`config.mk`:
```
export PLATFORM = sky130hd
export DESIGN_NAME = metaball_unit
export DESIGN_NICKNAME = d
export VERILOG_FILES = /design/src/rtl/metaball_unit.sv
export SDC_FILE = /design/constraint.sdc
export NUM_CORES = 2
export LEC_CHECK = 0
export CAP_MARGIN = 40
export CORE_ASPECT_RATIO = 1.4
export CORE_MARGIN = 4
export CORE_UTILIZATION = 48
export DETAILED_ROUTE_END_ITERATION = 8
export GPL_TIMING_DRIVEN = 0
export PLACE_DENSITY = 0.68
export SETUP_SLACK_MARGIN = 0.5
export SLEW_MARGIN = 20
export SYNTH_ARGS = -nofsm -noshare
export SYNTH_HDL_FRONTEND = slang
export SYNTH_SLANG_ARGS = --single-unit
```
`constraint.sdc`:
```
create_clock -name i_clk -period 12.2 [get_ports i_clk]
set_input_delay 3.05 -clock i_clk [delete_from_list [all_inputs] [get_ports i_clk]]
set_output_delay 3.05 -clock i_clk [all_outputs]
set_load 0.02 [all_outputs]
```
`src/rtl/metaball_unit.sv`:
```
// Metaball field evaluator: f = RD^2 * 2^15 / d2 via a 32-cycle restoring divider,
// with a centre that bounces around the display on every WAIT-th i_animate pulse.
module metaball_unit #(
    parameter int IX       = 20,
    parameter int IY       = 20,
    parameter int RD       = 10,
    parameter int IX_DIR   = 1,
    parameter int IY_DIR   = 1,
    parameter int D_WIDTH  = 180,
    parameter int D_HEIGHT = 90,
    parameter int WAIT     = 4
) (
    input  logic        i_clk,
    input  logic        i_rst,
    input  logic [31:0] i_x,
    input  logic [31:0] i_y,
    input  logic        i_animate,
    output logic [31:0] o_f,
    output logic        o_complete
);

    typedef enum logic [1:0] {LOAD = 2'd0, DIV = 2'd1, DONE = 2'd2} state_t;

    localparam logic [31:0] DIVIDEND = 32'(RD * RD * 32768);
    localparam int XMAX = D_WIDTH - 1 - RD;
    localparam int YMAX = D_HEIGHT - 1 - RD;
    localparam int CW   = (WAIT > 1) ? $clog2(WAIT) : 1;
    localparam logic [CW-1:0] CNT_LAST = CW'(WAIT - 1);

    state_t state, state_nx;

    logic signed [15:0] cx, cy, cx_nx, cy_nx;
    logic signed [1:0]  dx, dy, dx_nx, dy_nx;
    logic [CW-1:0]      anim_cnt;
    int                 px, py;

    logic [4:0]  bit_cnt;
    logic [31:0] rem, quo, divisor;
    logic        zero_d;
    logic [31:0] ex, ey, d2;
    logic [32:0] trial, diff;
    logic [31:0] rem_nx, quo_nx;

    // State register
    always_ff @(posedge i_clk or posedge i_rst) begin
        if (i_rst) state <= LOAD;
        else       state <= state_nx;
    end

    // Next-state logic
    always_comb begin
        state_nx = state;
        case (state)
            LOAD:    state_nx = DIV;
            DIV:     state_nx = (bit_cnt == 5'd31) ? DONE : DIV;
            DONE:    state_nx = LOAD;
            default: state_nx = LOAD;
        endcase
    end

    // Output logic
    always_comb begin
        o_complete = (state == DONE);
    end

    // Distance squared (mod 2^32) and one restoring-division step
    always_comb begin
        ex     = i_x - {{16{cx[15]}}, cx};
        ey     = i_y - {{16{cy[15]}}, cy};
        d2     = ex * ex + ey * ey;
        trial  = {rem, quo[31]};
        diff   = trial - {1'b0, divisor};
        rem_nx = trial[31:0];
        quo_nx = {quo[30:0], 1'b0};
        if (trial >= {1'b0, divisor}) begin
            rem_nx = diff[31:0];
            quo_nx = {quo[30:0], 1'b1};
        end
    end

    // o_f is written on the edge that enters DONE so it is already valid while o_complete is high.
    always_ff @(posedge i_clk or posedge i_rst) begin
        if (i_rst) begin
            rem     <= '0;
            quo     <= '0;
            divisor <= '0;
            zero_d  <= 1'b0;
            bit_cnt <= '0;
            o_f     <= '0;
        end else begin
            case (state)
                LOAD: begin
                    rem     <= '0;
                    quo     <= DIVIDEND;
                    divisor <= d2;
                    zero_d  <= (d2 == '0);
                    bit_cnt <= '0;
                end
                DIV: begin
                    rem     <= rem_nx;
                    quo     <= quo_nx;
                    bit_cnt <= bit_cnt + 5'd1;
                    if (bit_cnt == 5'd31)
                        o_f <= zero_d ? 32'h7FFF_FFFF : quo_nx;
                end
                default: ;
            endcase
        end
    end

    // Bounce: on overshoot the direction flips and the centre steps the new way
    always_comb begin
        px    = int'(cx) + int'(dx);
        py    = int'(cy) + int'(dy);
        dx_nx = dx;
        dy_nx = dy;
        cx_nx = 16'(px);
        cy_nx = 16'(py);
        if (px < RD || px > XMAX) begin
            dx_nx = -dx;
            cx_nx = 16'(int'(cx) - int'(dx));
        end
        if (py < RD || py > YMAX) begin
            dy_nx = -dy;
            cy_nx = 16'(int'(cy) - int'(dy));
        end
    end

    always_ff @(posedge i_clk or posedge i_rst) begin
        if (i_rst) begin
            cx       <= 16'(IX);
            cy       <= 16'(IY);
            dx       <= 2'(IX_DIR);
            dy       <= 2'(IY_DIR);
            anim_cnt <= '0;
        end else if (i_animate) begin
            if (anim_cnt == CNT_LAST) begin
                anim_cnt <= '0;
                cx       <= cx_nx;
                cy       <= cy_nx;
                dx       <= dx_nx;
                dy       <= dy_nx;
            end else begin
                anim_cnt <= anim_cnt + CW'(1);
            end
        end
    end

endmodule

```
==> impl_metrics.csv <==
group,metric,value,unit
route,ant_nets,0,
sta,tightestPinTransition,0.995,ns
outcome,violations,"setup timing",
worst_setup_path,cp_data_required_time,12.64,ns
placed_design,dp_hpwl,102000,um
sta,post-route-period-util,1.07,
flow_run,drv_cap,0,
route,dr.pass1.iters,6,
route,route.detailed.drc,0,
synth,synth_warnings,0,
route,first_iter_violations,2189,
synth,yosys-top-cells-area,"fa_1, ha_1, dfrtp_1, inv_1, nand2_1",
global_routing,grt_pass1_vias,35989,
layout,nets,6223,
synth,synth_fp_nets,5917,
route,vias_per_cell,5.49,
placed_design,io_buffers,97,
worst_setup_path,worstPathMaxFanout,8,
layout,stdcell_count,6065,
layout,drive_gt1_frac,0.125,
worst_setup_path,slowest_stage,"fa_1",
synth,syn_avg_cell_area,8.87,sq um
outcome,status,"finished with violations",
die,start_util,0.483,
worst_setup_path,max_stage_delay,0.59,ns
synth,netlist_instances,4649,
sta,slew_headroom,0.332,
layout,final_util,0.564,
sta,drv_slew,0,
sta,fmax,0.0766,GHz
route,drt-total-wl,126000,um
sta,layout_min_cycle_time,13.06,ns
synth,synth_top_area_frac,0.386,
cts,cts_root_buffer,"clkbuf_16",
global_routing,grt_remaining_overflow,0,
cts,clockBufferDepth,2,
sta,fin_ws,-0.859,ns
placed_design,gp_congestion,0.965,
placed_design,placed_cells,5862,
layout,fillers,7576,
synth,syn-cell-area,41300,sq um
synth,ys_types,86,
synth,async_flop_share,1.00,
die,fp.coreArea,85500,sq um
worst_setup_path,endpoint_kind,"flop",
synth,synth_edf_count,0,
die,row_count,127,
route,vias,33322,
sta,hold_viol,0,
synth,yosys_register_bits,172,
cts,clock_latency,0.53,ns
sta,setup_violations,10,
layout,area_growth,16.8,%
worst_hold_path,hold_path.class,"reg2reg",
layout,multi_input_area,34500,sq um
worst_setup_path,arrival,13.50,ns
cts,numCtsBuffers,17,
synth,seq_area_frac_synth,0.104,
worst_setup_path,crit_top_cell,"fa_1",
route,routedWlPerCell,20.7,um
die,io_pins,100,
global_routing,grt_usage,0.277,
synth,synth_ff_type,"dfrtp_1",
die,die_area,90800,sq um
cts,clock-sinks,172,
sta,fin_skew,0.0357,ns
cts,ctsHtreeMaxLevel,4,
global_routing,grt_max_degree,107,
global_routing,grt_pass1_wl,193000,um
cts,cts_hold_buffers,0,
worst_setup_path,critPathLaunchType,"input pin",
synth,synth_top_area_cell,"fa_1",
layout,layout_common_cells,"inv_1, fa_1, nand2_1",
cts,path_clk_slew,0.08,ns
worst_setup_path,crit_type,"in2reg",
sta,rsz0062_at_grt,"true",
layout,final_common_cell,"inv_1",
die,die_w,256,um
layout,ff_latch_area,4310,sq um
die,die_y,355,um
global_routing,antenna_found_initial,0,
cts,cts_tree,"done",
-- sequential cells by signal (all words and copies together), names as in the netlist --
name / cells
o_f: 32
cx: 16
dx: 1
bit_cnt: 5
state: 2
rem: 32
quo: 32
dy: 1
anim_cnt: 2
cy: 16
zero_d: 1
divisor: 32
-- critical path, delay by kind of cell --
family,cells,cell delay [ns]
AOI/OAI and AO/OA,10,2.03
and+or+nand+nor,7,1.06
adders and majority gates,13,5.83
xor gates and xnor gates,2,0.66
buffers and inverters,9,0.87
-- cells in the mapped netlist, types with 5 or more instances --
master and n:
a211o_1 7, a211oi_1 18, a21boi_0 8, a21o_1 67, a21oi_1 150, a22o_1 7, a31o_2 5, a31oi_1 11
a41oi_1 6, and2_1 18, and3_1 13, and4_1 6, buf_2 5, clkbuf_1 127, clkinv_1 8, dfrtp_1 168
fa_1 795, ha_1 406, inv_1 1056, mux2_2 9, mux2i_1 21, nand2_1 487, nand2b_1 41, nand3_1 38
nand4_1 17, nor2_1 414, nor2b_1 33, nor3_1 43, nor3b_1 6, nor4_1 12, o21a_1 18, o21ai_0 208
o21bai_1 29, o311ai_0 10, o31ai_1 27, o41ai_1 6, or2_2 15, or3_1 15, or4_1 6, xnor2_1 146
xor2_1 74
-- metrics by stage --
step                setup WS, ns  area, sq um  setup TNS [ns]  hold slack, ns
floorplan                 -0.343        41800          -0.584           0.449
global placement           -3.23        44100          -48.33           0.462
detailed placement         -2.76        44300          -36.07           0.470
CTS                       -0.638        47100           -2.93           0.489
global route               -1.14        48200           -7.86           0.498
finish                    -0.859        48200           -4.52           0.479
-- what timing repair did --
action / 4_1_cts / 5_1_grt
gates resized for setup: 290 / 182
endpoints found under the hold margin: 0 / 0
endpoints found under the setup margin: 23 / 21
gates cloned: 0 / 1
pin swaps: 122 / 109
setup buffers: 107 / 62
-- cell families (layout without fill, tap and decap cells) --
logic type               count (synthesis)  after routing  share of synthesized area
flip-flops                             172            172                      0.104
XOR/XNOR                               220            221                     0.0467
AO/OA/AOI/OAI                          638            638                     0.0979
multiplexers                            30             30                    0.00755
buffers and inverters                 1205           1523                      0.110
AND/OR/NAND/NOR                       1183           1183                      0.124
adder cells (fa/ha/maj)               1201           1201                      0.509
other                                    0              1                          0
-- layout make-up --
class,count,area share
Clock buffer,17,0.00883
Inverter,1067,0.0844
Multi-Input combinational cell,3273,0.716
Sequential cell,172,0.0894
Tap cell,1096,0.0285
Antenna cell,1,0.0000519
Clock inverter,15,0.00423
Buffer,138,0.0154
Timing Repair Buffer,286,0.0533
-- path summary, 6_finish.rpt --
check                                    startpoint  depth (start not counted)  slack [ns]                      end
worst min register to register  o_f[24]$_DFFE_PP0P_                          2        0.48      o_f[24]$_DFFE_PP0P_
min in group asynchronous                     i_rst                          2        2.98      quo[11]$_DFFE_PP0P_
worst max register to register    cx[0]$_DFFE_PP0P_                         39        1.12       zero_d$_DFFE_PP0P_
worst min-delay path            o_f[24]$_DFFE_PP0P_                          2        0.48      o_f[24]$_DFFE_PP0P_
max in group asynchronous                     i_rst                          3        8.29  divisor[18]$_DFFE_PP0P_
worst max-delay path                         i_x[0]                         41       -0.86       zero_d$_DFFE_PP0P_
-- routing by layer --
metal  vias up  share of wire  track usage  routed length [um]
met1     16617           0.34        0.293               42700
li1      14961              -            -                   -
met3       484          0.057       0.0429                7170
met4         0          0.083        0.179               10400
met2      1260           0.52        0.510               65400
met5         -              0            0                   0
Power is left out: the tool's default activity adds up to more than one toggle a clock period on the data nets, which glitch-free logic cannot reach.
